[config.mk]
export PLATFORM = sky130hd
export DESIGN_NAME = mfp_sevenseg_scanner
export DESIGN_NICKNAME = d
export VERILOG_FILES = /design/src/rtl/mfp_sevenseg_scanner.sv
export SDC_FILE = /design/constraint.sdc
export NUM_CORES = 1
export LEC_CHECK = 0
export CAP_MARGIN = 20
export CORE_MARGIN = 2
export CORE_UTILIZATION = 46
export CTS_BUF_LIST = sky130_fd_sc_hd__clkbuf_4
export CTS_CLUSTER_DIAMETER = 200
export DETAILED_ROUTE_END_ITERATION = 6
export GPL_TIMING_DRIVEN = 1
export PLACE_DENSITY = 0.71
export SYNTH_ARGS = -nofsm -noshare
export SYNTH_HDL_FRONTEND = slang
export SYNTH_SLANG_ARGS = --single-unit
[constraint.sdc]
create_clock -name clk -period 2.9 [get_ports clk]
set_input_delay 0.58 -clock clk [delete_from_list [all_inputs] [get_ports clk]]
set_output_delay 0.58 -clock clk [all_outputs]
set_load 0.005 [all_outputs]
[src/rtl/mfp_sevenseg_scanner.sv]
// Time-multiplexed 7-segment scanner: samples a frame of hex digits and masks at frame
// start, then drives one digit per slot with a dark guard interval before each anode turns on.
module mfp_sevenseg_scanner #(
    parameter int unsigned DIGIT_COUNT      = 8,
    parameter int unsigned DIGIT_PERIOD     = 50000,
    parameter int unsigned GUARD_CYCLES     = 8,
    parameter bit          ANODE_ACTIVE_LOW = 1'b1,
    parameter bit          SEG_ACTIVE_LOW   = 1'b1
) (
    input  logic                     clk,
    input  logic                     rst_n,
    input  logic                     enable,
    input  logic [DIGIT_COUNT*4-1:0] value,
    input  logic [DIGIT_COUNT-1:0]   dp_mask,
    input  logic [DIGIT_COUNT-1:0]   blank_mask,
    input  logic                     lz_suppress,
    output logic [DIGIT_COUNT-1:0]   anodes,
    output logic [6:0]               segments,
    output logic                     dp,
    output logic                     frame_tick
);

    localparam int unsigned VAL_W = DIGIT_COUNT * 4;
    localparam int unsigned CNT_W = (DIGIT_PERIOD > 2) ? $clog2(DIGIT_PERIOD) : 1;
    localparam int unsigned IDX_W = (DIGIT_COUNT > 1) ? $clog2(DIGIT_COUNT) : 1;

    localparam logic [DIGIT_COUNT-1:0] ANODE_OFF = {DIGIT_COUNT{ANODE_ACTIVE_LOW}};
    localparam logic [6:0]             SEG_OFF   = {7{SEG_ACTIVE_LOW}};
    localparam logic                   DP_OFF    = SEG_ACTIVE_LOW;

    logic [CNT_W-1:0]       cnt;
    logic [IDX_W-1:0]       idx;
    logic [VAL_W-1:0]       sh_value;
    logic [DIGIT_COUNT-1:0] sh_dp;
    logic [DIGIT_COUNT-1:0] sh_blank;
    logic                   sh_lz;

    logic                   load_c;
    logic                   cnt_last_c;
    logic                   idx_last_c;
    logic [DIGIT_COUNT-1:0] lz_mask_c;
    logic [3:0]             nib_c;
    logic [DIGIT_COUNT-1:0] anodes_c;
    logic [6:0]             segments_c;
    logic                   dp_c;

    // Hex font, active-high {g,f,e,d,c,b,a}
    function automatic logic [6:0] font(input logic [3:0] nib);
        case (nib)
            4'h0:    font = 7'b0111111;
            4'h1:    font = 7'b0000110;
            4'h2:    font = 7'b1011011;
            4'h3:    font = 7'b1001111;
            4'h4:    font = 7'b1100110;
            4'h5:    font = 7'b1101101;
            4'h6:    font = 7'b1111101;
            4'h7:    font = 7'b0000111;
            4'h8:    font = 7'b1111111;
            4'h9:    font = 7'b1101111;
            4'hA:    font = 7'b1110111;
            4'hB:    font = 7'b1111100;
            4'hC:    font = 7'b0111001;
            4'hD:    font = 7'b1011110;
            4'hE:    font = 7'b1111001;
            default: font = 7'b1110001;
        endcase
    endfunction

    // Next-cycle display image from slot position and shadow state
    always_comb begin
        logic run;
        load_c     = enable && (idx == '0) && (cnt == '0);
        cnt_last_c = (cnt == CNT_W'(DIGIT_PERIOD - 1));
        idx_last_c = (idx == IDX_W'(DIGIT_COUNT - 1));
        nib_c      = sh_value[{idx, 2'b00} +: 4];
        anodes_c   = '0;
        segments_c = '0;
        dp_c       = 1'b0;
        lz_mask_c  = '0;

        // A digit is a leading zero when it and every digit above it are zero
        run = 1'b1;
        for (int i = DIGIT_COUNT - 1; i >= 0; i--) begin
            run          = run && (sh_value[i*4 +: 4] == 4'h0);
            lz_mask_c[i] = sh_lz && (i > 0) && run;
        end

        if (enable && (cnt >= CNT_W'(GUARD_CYCLES))) begin
            anodes_c = DIGIT_COUNT'(1) << idx;
            if (!sh_blank[idx]) begin
                dp_c = sh_dp[idx];
                if (!lz_mask_c[idx]) begin
                    segments_c = font(nib_c);
                end
            end
        end

        anodes_c   = anodes_c ^ ANODE_OFF;
        segments_c = segments_c ^ SEG_OFF;
        dp_c       = dp_c ^ DP_OFF;
    end

    // Slot counters, frame shadow and output registers
    always_ff @(posedge clk or negedge rst_n) begin
        if (!rst_n) begin
            cnt        <= '0;
            idx        <= '0;
            sh_value   <= '0;
            sh_dp      <= '0;
            sh_blank   <= '0;
            sh_lz      <= 1'b0;
            anodes     <= ANODE_OFF;
            segments   <= SEG_OFF;
            dp         <= DP_OFF;
            frame_tick <= 1'b0;
        end else begin
            if (!enable) begin
                cnt <= '0;
                idx <= '0;
            end else if (cnt_last_c) begin
                cnt <= '0;
                idx <= idx_last_c ? '0 : idx + IDX_W'(1);
            end else begin
                cnt <= cnt + CNT_W'(1);
            end

            if (load_c) begin
                sh_value <= value;
                sh_dp    <= dp_mask;
                sh_blank <= blank_mask;
                sh_lz    <= lz_suppress;
            end

            anodes     <= anodes_c;
            segments   <= segments_c;
            dp         <= dp_c;
            frame_tick <= load_c;
        end
    end

endmodule

# ---- Word level (Yosys, flattened, before mapping)
# Memories as Yosys holds them, arrays and structs flattened.
# Index checks and enable logic that the tools add are counted.
dict set report totals {
  ff_bits 85
  romBits 112
  inputBits 52
  wordCells 65
  out_inout_bits 17
  mem_count 1
}
dict set report op_classes {
  shifts 2
  n_bitwise 3
  n_lt_le_gt_ge 2
  mux 17
  eq_ne 3
  n_addsub 2
  reduce_logical 25
}
# name depth width rd rd_ports_with_merged_regs write_ports line
set mem_list {}
lappend mem_list {{(no name shown)} 16 7 1 0 0 49} ;# case (nib)
# op n
set ops {}
lappend ops {{2-to-1 mux 16 bit} 2}
lappend ops {{indexed part select 32 x 6 -> 4 bit} 1}
lappend ops {{zero test 4 bit} 7}
lappend ops {{2-to-1 mux 7 bit} 3}
lappend ops {{adder 16 x 1 -> 16 bit, second input constant} 1}
lappend ops {{== test 16 bit, second input constant} 1}
lappend ops {{greater-or-equal comparator 16 x 4 -> 1 bit, second input constant} 1}
lappend ops {{logical AND 1 bit} 16}
lappend ops {{zero test 16 bit} 1}
lappend ops {{binary-select mux 1 bit (select 3 bit)} 3}
lappend ops {{2-to-1 mux 3 bit} 3}
lappend ops {{2-to-1 mux 8 bit} 1}
lappend ops {{NOT 8 bit} 1}
lappend ops {{left shift 1 x 3 -> 8 bit, first input constant} 1}
lappend ops {{NOT 7 bit} 1}
lappend ops {{2-to-1 mux 1 bit} 5}
lappend ops {{less-than comparator 3 x 4 -> 1 bit, second input constant} 1}
lappend ops {{adder 3 x 1 -> 3 bit, second input constant} 1}
lappend ops {{== test 3 bit, second input constant} 1}
lappend ops {{zero test 3 bit} 1}
lappend ops {{!= test 2 x 1 -> 1 bit, second input constant} 1}
lappend ops {{NOT 1 bit} 1}

# ---- Longest topological paths before layout
# Gate-level depths: netlist (run 1).
dict set report depth {
  word_depth 14
  ltp_mapped 9
  mapped_depth_nobuf 7
}

# ---- Worst setup path after synthesis (run 1)
# OpenSTA, ideal clock, no wires.
dict set report synth_path {
  path_kind {register to register}
  from {register idx[1]}
  to {register sh_value[19]}
  n_path_buf 3
  slack_ns 0.719
  stages_incl_launch_ff 9
  setup_time_ns 0.125
  t_arrival_ns 2.056
  synth_period_minus_slack_ns 2.181
  required_ns 2.775
  cell_sequence {dfrtp_1 buf_2 buf_1 inv_1 ha_1 nand2_1 nor4_4 buf_6 mux2_2}
}
dict set report synth_between {
  elab_chain_len 3
}
# element line
set synth_rtl {}
lappend synth_rtl {{start, declared} 32} ;# logic [IDX_W-1:0] idx;
lappend synth_rtl {{start signal, assigned} 122} ;# idx <= idx_last_c ? '0 : idx + IDX_W'(1);
lappend synth_rtl {{zero test 3 bit} 72} ;# load_c = enable && (idx == '0) && (cnt == '0);
lappend synth_rtl {{logical AND 1 bit (2 in a row)} 72}
lappend synth_rtl {{end signal, assigned} 128} ;# sh_value <= value;
lappend synth_rtl {{end, declared} 33} ;# logic [VAL_W-1:0] sh_value;
# Every way passes these cells.
# A chain may end at the register's enable or synchronous reset.

# ---- Worst setup path after layout (run 1)
dict set report layout_path {
  from {register idx[0]}
  to {register segments[6]}
}
dict set report layout_between {
  elab_chain_len 6
  elab_cells_between_ends 10
  classes_between {1 x shift; 7 x mux; 1 x bitwise; 1 x memory}
}
# element line
set layout_rtl {}
lappend layout_rtl {{indexed part select 32 x 6 -> 4 bit or binary-select mux 1 bit (select 3 bit) (tied branches)} {75, 92}}
lappend layout_rtl {{memory (16 x 7 bit) or 2-to-1 mux 1 bit (tied branches)} --}
lappend layout_rtl {{2-to-1 mux 7 bit} 92} ;# if (!lz_mask_c[idx]) begin
lappend layout_rtl {{2-to-1 mux 7 bit *} 90} ;# if (!sh_blank[idx]) begin
lappend layout_rtl {{2-to-1 mux 7 bit *} 88} ;# if (enable && (cnt >= CNT_W'(GUARD_CYCLES))) begin
lappend layout_rtl {{NOT 7 bit (no line) *} --}
lappend layout_rtl {{net segments_c[6]} 44} ;# logic [6:0] segments_c;
lappend layout_rtl {{end signal, assigned} 135} ;# segments <= segments_c;
lappend layout_rtl {{end, declared} 18} ;# output logic [6:0] segments,
# The timed path passes the listed nets; every way through them passes the cells marked *. The select of a mux whose other input is x is not followed.

==> metrics.md, run 1 <==
| Metric | Value |
|---|---|
| Worst skew pair latency | `0.42 ns` |
| Iteration-0 DRC Markers | `approximately 140` |
| Cell row count | `34` |
| Congestion Overflow GR | `0` |
| CTS tree | `yes` |
| Overall Power | `around 0.0029 W` |
| Avg Cell Area, Syn | `12.8 sq um` |
| CP Max Fanout | `14` |
| Synth unique cells | `40` |
| Sequential fraction of the synthesis area | `between 50% and 60%` |
| Initial antenna violation count | `0` |
| Final Util | `between 50% and 60%` |
| Antenna Cells | `0` |
| Worst ir drop on vdd | `311 uV` |
| PD cells | `about 570 nW/um^2` |
| Resize count post-CTS | `0` |
| Primary FF master, synth | `dfrtp_1` |
| Die height | `98.3 um` |
| Number of H-tree levels | `3` |
| Syn-to-layout area delta | `23.4%` |
| DRC errors left | `0` |
| Flop and latch count out of synthesis | `85` |
| All-layer global routing usage | `about 18%` |
| Layout cells sized above 1 | `~25%` |
| Drt pass-1 iters | `4` |
| Port buffer count | `68` |
| Rel. slew slack | `35.7%` |
| Unrepaired setup endpoints after global routing | `false` |
| CTS Hold Bufs | `0` |
| Starting Density | `a little under half` |
| Max-cap violations | `0` |
| Wire per inst | `15.9 um` |
| Yosys top cell area share | `42.2%` |
| Worst EP required | `about 3.2 ns` |
| WP data arrival | `~2.8 ns` |
| Die width | `about 98 um` |
| Nets | `around 460` |
| Die area | `approximately 9700 sq um` |
| Slew @ Worst Pin | `approximately 0.96 ns` |
| Final min period | `between 2 and 2.5 ns` |
| Hold Worst Slack | `between 0.3 and 0.4 ns` |
| Final Hold Viols | `0` |
| Final GP Congestion | `0.879` |
| Clk buf depth | `2` |
| Num ports | `a little under 70` |
| First-pass GRT wire length | `13.6 mm` |
| CTS Buf Count | `9` |
| Yosys top cell by area | `dfrtp_1` |
| Largest net degree at the start of global routing | `79` |
| CP Class | `reg -> reg` |
| Synthesized area | `around 4100 sq um` |
| Net Count, Synth | `386` |
| Ys Warns | `0` |
| Post-CTS setup buffers | `0` |
| Fmax | `about 0.41 GHz` |
| CP peak stage delay | `between 0.7 and 0.8 ns` |
| Critical Path Source Type | `flip-flop` |
| Post-synthesis cell count | `320` |
| Worst Setup SP | `idx[0]` |
| Sum Neg Setup Slack | `0 ns` |
| FF-to-FF Start | `idx[0]` |
| Worst-path cell chain | `mux4_2 -> nand2_1 -> nand3_1 -> a31oi_1 -> o221ai_1` |
| Pins over their slew limit | `0` |
| Post-synth EDFFs | `0` |
| Vias in the first global route | `roughly 2800` |
| FFs w/ async S/R, synth | `between 90% and 100%` |
| Vias | `about 2700` |
| Critical path's top delay family | `flip-flops` |
| Fin Clk Skew | `~0.014 ns` |
| HPWL Detailed | `5.70 mm` |
| CP Capture Type | `flip-flop` |
| Hold Crit Class | `in -> async` |
| Buf+Inv Stages, Crit Path | `0` |
| Clock-pin transition on the worst setup and hold timing paths | `around 0.13 ns` |
| # setup viols final | `0` |
| Status | `finished, final reports clean` |
| Core Footprint | `a little under 9000 sq um` |
| Final period utilization | `84.1%` |
| Routed Wire Length | `8.01 mm` |
| Synth top area cells | `dfrtp_1, mux2_2, dfstp_2` |
| Fill cell count | `roughly 740` |
| Worst setup margin | `0.462 ns` |
| Vias per Instance | `around 5.4` |
| Detail Route Antenna Nets | `0` |
| Leak pwr | `just over 2 nW` |
| Clock sinks | `85` |
| Critical path's slowest cell | `dfrtp_1` |
| Pre-CTS setup slack | `0.295 ns` |
| CTS root buf | `clkbuf_4` |
[area by class of cell]
| type | instances | area (sq um) | area share (%) |
|---|---|---|---|
| flip-flops and latches | 85 | 2150 | 42.5 |
| multi-input cells | 213 | 1820 | 36.0 |
| repair buffers | 74 | 736 | 14.6 |
| well taps | 108 | 135 | 2.68 |
| clock inverters | 5 | 100 | 1.98 |
| clock buffers | 10 | 75.1 | 1.49 |
| inverters | 10 | 37.5 | 0.743 |
[flip-flops by register name, summed over array words and instances, names as in the netlist]
signal and count:
idx 3, sh_dp 8, segments 7, anodes 8, sh_lz 1, sh_blank 8, dp 1, frame_tick 1
cnt 16, sh_value 32
[power breakdown]
part	total [W]	internal (W)	switching, W
sequential	0.00149	0.00136	0.000128
clock	0.000824	0.000439	0.000385
combinational	0.000550	0.000329	0.000221
[cell families (layout without fill, tap and decap cells)]
| family | Yosys count | count (layout) | share of synthesized area, % |
|---|---|---|---|
| adders and majority gates | 14 | 14 | 4.28 |
| and+or+nand+nor | 92 | 92 | 11.1 |
| AOI/OAI and AO/OA | 24 | 24 | 3.97 |
| muxes | 71 | 71 | 22.6 |
| buffers and inverters | 22 | 99 | 3.06 |
| DFF | 85 | 85 | 52.5 |
| xor gates and xnor gates | 12 | 12 | 2.57 |
[path summary, 6_finish.rpt]
| kind | endpoint | slack (ns) | cells after the start |
|---|---|---|---|
| worst max-delay path | segments[6] | 0.46 | 5 |
| worst min-delay path | cnt[10] | 0.30 | 1 |
| worst max register to register | segments[6] | 0.46 | 5 |
| worst min register to register | sh_blank[5] | 0.52 | 1 |
| max in group asynchronous | anodes[4] | 1.83 | 2 |
| min in group clk | sh_blank[5] | 0.52 | 1 |
[per-stage QoR]
step	instance area, sq um	std cells
after floorplan	4090	320
after global placement	4880	490
after detailed placement	4880	490
after CTS	5050	505
after global routing	5050	505
final	5050	505
[Yosys cell counts (all sizes together), types with 10 or more instances]
library cell  number
dfstp             16
mux2              51
nor2              24
nor4              11
nand3             13
buf               10
mux4              12
dfrtp             69
ha                14
nand2             33
[placed cells by master (no fill, tap or decap), types with 2 or more instances in the layout]
cell	instances
bufinv_16	3
nor4_4	2
clkinv_1	2
mux2_2	45
dfstp_2	16
a21oi_1	6
mux4_2	12
o21ai_0	4
clkinv_2	2
mux2_1	6
ha_1	14
buf_4	6
o211ai_1	3
nand3_1	13
inv_1	8
clkdlybuf4s50_1	67
dfrtp_1	69
nor3_1	4
nor4_1	8
xor2_1	8
nor2_1	24
xnor2_1	4
mux2i_1	8
o221ai_1	3
clkbuf_4	10
and3_1	2
nand2_1	33
[per-layer routing]
| layer | track usage (%) | vias to the layer above | part of all wire [%] | wire length (um) |
|---|---|---|---|---|
| met1 | 25.1 | 1355 | 48 | 3860 |
| met3 | 3.22 | 12 | 4.0 | 324 |
| met4 | 6.85 | 0 | 1.7 | 140 |
| met2 | 27.2 | 63 | 46 | 3690 |
| li1 | - | 1292 | - | - |
| met5 | 0 | - | 0 | 0 |
No activity file was read; power rests on OpenSTA's default activity.
==> run 2: changes to the inputs <==
Settings changed: PLACE_DENSITY 0.71 to 0.73.
Clock period 2.9 ns to 2.18 ns, I/O delays scaled along.
==> run 2 against run 1 <==
Sequential share of layout area decreased by 2.0 points. First-iteration DRC count increased by 4.2%. Largest power group unchanged. Largest cell class unchanged. Sequential power increased by 33%. Clock power increased by 35%. Routed wire length increased by 7.3%. Total power increased by 36%. Worst hold slack improved by 0.19 ns. Non-clock buffer count increased by 25. Die area unchanged. Critical path depth increased by 1. Sequential cell count unchanged.
==> metrics.md, run 2 (synthesis results as in run 1) <==
| Metric | Value |
|---|---|
| CP Max Fanout | `6` |
| Worst r2r path cells | `6` |
| FF-to-FF Start | `idx[1]` |
| CP Capture Type | `flip-flop` |
| HPWL Detailed | `6.34 mm` |
| Die area | `about 9700 sq um` |
| Max-cap violations | `0` |
| Routed Wire Length | `~8.6 mm` |
| Crit. path cell count | `6` |
| Fmax | `a little under 0.5 GHz` |
| Worst-path cell chain | `mux4_2 -> mux2_2 -> inv_1 -> ha_1 -> a211o_1 -> o211ai_1` |
| Drt pass-1 iters | `4` |
| Largest net degree at the start of global routing | `55` |
| Clk buf depth | `2` |
| CTS tree | `yes` |
| Worst Setup SP | `idx[1]` |
| CP peak stage delay | `just over 0.5 ns` |
| CP Class | `reg -> reg` |
| Commonest cells after routing, fill and taps aside | `dfrtp_1, clkdlybuf4s50_1, mux2_2` |
| Worst ir drop on vdd | `~500 uV` |
| Clock-pin transition on the worst setup and hold timing paths | `0.13 ns` |
| Pins over their slew limit | `0` |
| Top Registers | `sh_value (32), cnt (16)` |
| Die width | `roughly 98 um` |
| Post-Layout Cell Count | `about 530` |
| Overall Power | `just under 0.004 W` |
| Most Used Layer, Global Route | `met2` |
| Met1 Resource Use GR | `26.4%` |
| CTS root buf | `clkbuf_4` |
| CTS Buf Count | `9` |
| Fin Clk Skew | `between 0.015 and 0.02 ns` |
| All-layer global routing usage | `18.6%` |
| Leak pwr | `2.22 nW` |
| Worst reg2reg path endpoint | `segments[3]` |
| Layout cells sized above 1 | `between 30 and 40%` |
| Number of H-tree levels | `3` |
| Congestion Overflow GR | `0` |
| Buf+Inv Stages, Crit Path | `1` |
| Wire per inst | `16.2 um` |
| Worst EP required | `between 2 and 3 ns` |
| Final GP Congestion | `approximately 0.88` |
| WP data arrival | `2.40 ns` |
| Vias in the first global route | `3047` |
| CP endpoint | `segments[3]` |
| Slew @ Worst Pin | `~0.6 ns` |
| DRC errors left | `0` |
| Worst skew pair latency | `0.41 ns` |
| Status | `finished, final reports clean` |
| Met3 usage | `3.72%` |
| Detail Route Antenna Nets | `0` |
| Die height | `98.3 um` |
| # setup viols final | `0` |
| Rel. slew slack | `between 60% and 70%` |
| First-pass GRT wire length | `between 10 and 15 mm` |
| Starting Density | `between 40% and 50%` |
| Critical Path Source Type | `flip-flop` |
| GR Util met2 | `28.7%` |
| PD cells | `between 700 and 800 nW/um^2` |
| Critical path's slowest cell | `mux4_2` |
| Hold Crit Class | `in -> async` |
| Max reg flops | `32` |
| Critical path's top delay family | `multiplexers` |
| Slack of the worst reg-to-reg path | `about 0.12 ns` |
| Nets | `a little under 500` |
| Final Hold Viols | `0` |
| Cell row count | `34` |
| Vias per Instance | `between 5 and 6` |
| Antenna Cells | `0` |
| Vias | `about 2800` |
| Core Footprint | `roughly 8700 sq um` |
| Iteration-0 DRC Markers | `approximately 150` |
| Final period utilization | `between 90 and 100%` |
| Largest reg by FF count | `sh_value` |
| Initial antenna violation count | `0` |
| Clock sinks | `85` |
| Port buffer count | `slightly below 70` |
| Num ports | `69` |
| Placed Cells | `around 510` |
| Final min period | `between 2 and 2.5 ns` |
| Syn-to-layout area delta | `29.6%` |
[run 2: worst register-to-register path, delay by kind of cell, from the launching register on]
family	cells	cell delay [ns]
buffers and inverters	1	0.09
muxes	2	0.85
DFF	1	0.44
adders and majority gates	1	0.24
AOI/OAI and AO/OA	2	0.38
[run 2: where the power goes]
group / internal (W) / leakage (nW) / switching [W]
logic: 0.000475 / 1.10 / 0.000308
registers: 0.00181 / 1.02 / 0.000175
clock network: 0.000578 / 0.0977 / 0.000537
[run 2: metal layers]
layer | share of wire [%] | wire (um)
met1 | 47 | 4060
met2 | 47 | 4030
met3 | 4.2 | 364
met4 | 1.5 | 129
met5 | 0 | 0
[run 2: per-stage QoR]
stage | hold slack, ns | utilization (%) | TNS (ns) | cell area (sq um) | worst slack (ns)
detailed placement | 0.402 | 58.2 | -1.12 | 5050 | -0.0734
CTS | 0.483 | 60.5 | 0 | 5250 | 0.00766
finish | 0.495 | 61.1 | 0 | 5300 | 0.119
global route | 0.490 | 61.1 | -0.00493 | 5300 | -0.00493
floorplan | 0.140 | - | 0 | 4090 | 0.00793
global placement | 0.397 | 58.2 | -0.612 | 5050 | -0.0352
[run 2: worst min-delay path by stage]
| stage | from | endpoint | cells after the start |
|---|---|---|---|
| after floorplan | rst_n | cnt[0] | 0 |
| after global placement | rst_n | sh_dp[5] | 1 |
| after detailed placement | rst_n | sh_dp[5] | 1 |
| after CTS | rst_n | sh_value[21] | 2 |
| after global routing | rst_n | sh_value[21] | 2 |
| final | rst_n | sh_dp[2] | 2 |
[run 2: timing repair]
item,in CTS,in global routing
hold endpoints to repair,31,0
cloned,0,1
resized for setup,1,7
pin swaps,0,1
hold buffers,1,0
setup buffers,0,1
endpoints found under the setup margin,9,56
[run 2: area by class of cell]
type	count	area, sq um
Fill cell	721	3380
Sequential cell	85	2150
Multi-Input combinational cell	213	1830
Timing Repair Buffer	99	967
Tap cell	108	135
Clock inverter	7	113
Clock buffer	9	67.6
Inverter	10	37.5
==> run 3: changes to the inputs <==
Settings changed: CORE_UTILIZATION 46 to 28, PLACE_DENSITY 0.73 to default, PLACE_DENSITY_LB_ADDON from default to 0.08.
==> run 3 against run 2 <==
Sequential cell count stayed put. Final cell count up 16%. Cell area is 2.2% higher. Clock power fell by 22%. Critical path type unchanged. Largest power group unchanged. Highest routed layer unchanged.
==> metrics.md, run 3 (synthesis results as in run 1) <==
| Metric | Value |
|---|---|
| CP endpoint | `sh_dp[0]` |
| Num ports | `a little under 70` |
| Rel. slew slack | `between 70% and 80%` |
| Max reg flops | `32` |
| Clock sinks | `85` |
| Slack of the worst reg-to-reg path | `0.10 ns` |
| Largest reg by FF count | `sh_value` |
| Nets | `between 400 and 500` |
| Detail Route Antenna Nets | `0` |
| Die area | `15600 sq um` |
| Initial antenna violation count | `1` |
| HPWL Detailed | `7.14 mm` |
| WP data arrival | `2.42 ns` |
| # setup viols final | `0` |
| CP Class | `reg -> reg` |
| Pre-CTS setup slack | `-0.0340 ns` |
| Slew @ Worst Pin | `approximately 0.45 ns` |
| Fin Clk Skew | `roughly 0.026 ns` |
| CTS Buf Count | `9` |
| Commonest cells after routing, fill and taps aside | `dfrtp_1, clkdlybuf4s50_1, mux2_2` |
| DP Area | `roughly 5200 sq um` |
| Iteration-0 DRC Markers | `between 150 and 200` |
| Worst r2r path cells | `8` |
| Drt pass-1 iters | `4` |
| Worst setup margin | `around 0.10 ns` |
| Hold Crit Class | `in -> async` |
| Largest net degree at the start of global routing | `58` |
| Pins over their slew limit | `0` |
| Vias per Instance | `about 4.6` |
| Clk buf depth | `2` |
| Congestion Overflow GR | `0` |
| Critical Path Source Type | `flip-flop` |
| First-pass GRT wire length | `between 15 and 20 mm` |
| Worst EP required | `2.52 ns` |
| Cell row count | `between 40 and 50` |
| Number of H-tree levels | `3` |
| Routed Wire Length | `9.87 mm` |
| Vias | `~2800` |
| Syn-to-layout area delta | `32.5%` |
| CP Max Fanout | `9` |
| Post-route cell area | `approximately 5400 sq um` |
| Die height | `roughly 120 um` |
| Commonest non-fill, non-tap cell in the layout | `dfrtp_1` |
| CP Capture Type | `flip-flop` |
| Top Registers | `sh_value (32), cnt (16)` |
| Final GP Congestion | `0.823` |
| Layout cells sized above 1 | `a little under a third` |
| Clock-pin transition on the worst setup and hold timing paths | `between 0.1 and 0.15 ns` |
| Final Hold Viols | `0` |
| Sum Neg Setup Slack | `0 ns` |
| PD cells | `between 600 and 700 nW/um^2` |
| Starting Density | `roughly 28%` |
| Die width | `between 100 and 150 um` |
| CTS root buf | `clkbuf_4` |
| DRC errors left | `0` |
| Port buffer count | `68` |
| Fmax | `0.482 GHz` |
| Leak pwr | `approximately 2.2 nW` |
| Max-cap violations | `0` |
| Final min period | `just over 2 ns` |
| FF-to-FF Start | `idx[1]` |
| Vias in the first global route | `roughly 2900` |
| Worst reg2reg path endpoint | `sh_dp[0]` |
| Final period utilization | `between 90% and 100%` |
| CTS tree | `yes` |
| Worst skew pair latency | `between 0.4 and 0.5 ns` |
| Worst ir drop on vdd | `between 200 and 300 uV` |
| Worst Setup SP | `idx[1]` |
| Core Footprint | `between 10000 and 15000 sq um` |
| Status | `finished, final reports clean` |
| All-layer global routing usage | `13.1%` |
| Wire per inst | `16.0 um` |
## run 3: cell count changes in the layout (fill, tap and decap cells not counted), sizes merged
| cell | delta |
|---|---|
| bufinv | -3 |
| diode | +2 |
| inv | -1 |
| clkinv | -3 |
| buf | +7 |
| clkbuf | +7 |
## run 3: metal layers
| metal | track usage [%] | wire length [um] |
|---|---|---|
| met1 | 18.7 | 4880 |
| met2 | 19.0 | 4420 |
| met3 | 2.92 | 369 |
| met4 | 6.08 | 194 |
| met5 | 0 | 0 |
## run 3: power breakdown
part	switching [W]	internal, W
logic	0.000317	0.000489
registers	0.000178	0.00181
clock network	0.000535	0.000327
## run 3: worst max-delay path: stages (launching register included)
cell,delay [ns]
dfrtp_2,0.47
buf_6,0.16
inv_1,0.11
ha_4,0.15
nand2_1,0.09
nor4_4,0.27
buf_6,0.18
clkbuf_16,0.17
mux2_2,0.34
## run 3: worst min-delay path by stage
| stage | slack (ns) | cells after the start | end | startpoint |
|---|---|---|---|---|
| 3_5_place_dp | 0.40 | 1 | cnt[13] | rst_n |
| 6_report | 0.42 | 2 | cnt[13] | rst_n |
| 3_3_place_gp | 0.39 | 1 | cnt[13] | rst_n |
| 4_1_cts | 0.42 | 2 | cnt[13] | rst_n |
| 2_1_floorplan | 0.14 | 0 | cnt[0] | rst_n |
| 5_1_grt | 0.42 | 2 | cnt[13] | rst_n |
## run 3: final cells by class
class	instances	area, sq um
multi-input cells	213	1840
fillers	1432	9000
repair buffers	106	1040
flip-flops and latches	85	2150
well taps	184	230
inverters	10	37.5
clock buffers	16	120
diodes	2	5.00
## run 3: per-stage QoR
step                hold slack [ns]  total power [W]  cells  utilization [%]
finish                        0.425          0.00365    616             37.6
global route                  0.425          0.00388    616             37.6
CTS                           0.421          0.00369    611             37.0
detailed placement            0.401          0.00280    594             36.1
global placement              0.393          0.00279    594             36.1
floorplan                     0.140          0.00246    320                -
## run 3: what timing repair did
action / CTS / global route
pin swaps: 0 / 1
hold buffers: 1 / 0
buffers inserted: 0 / 1
gates cloned: 0 / 2
setup endpoints to repair: 32 / 53
resized for setup: 0 / 12
hold endpoints to repair: 25 / 0
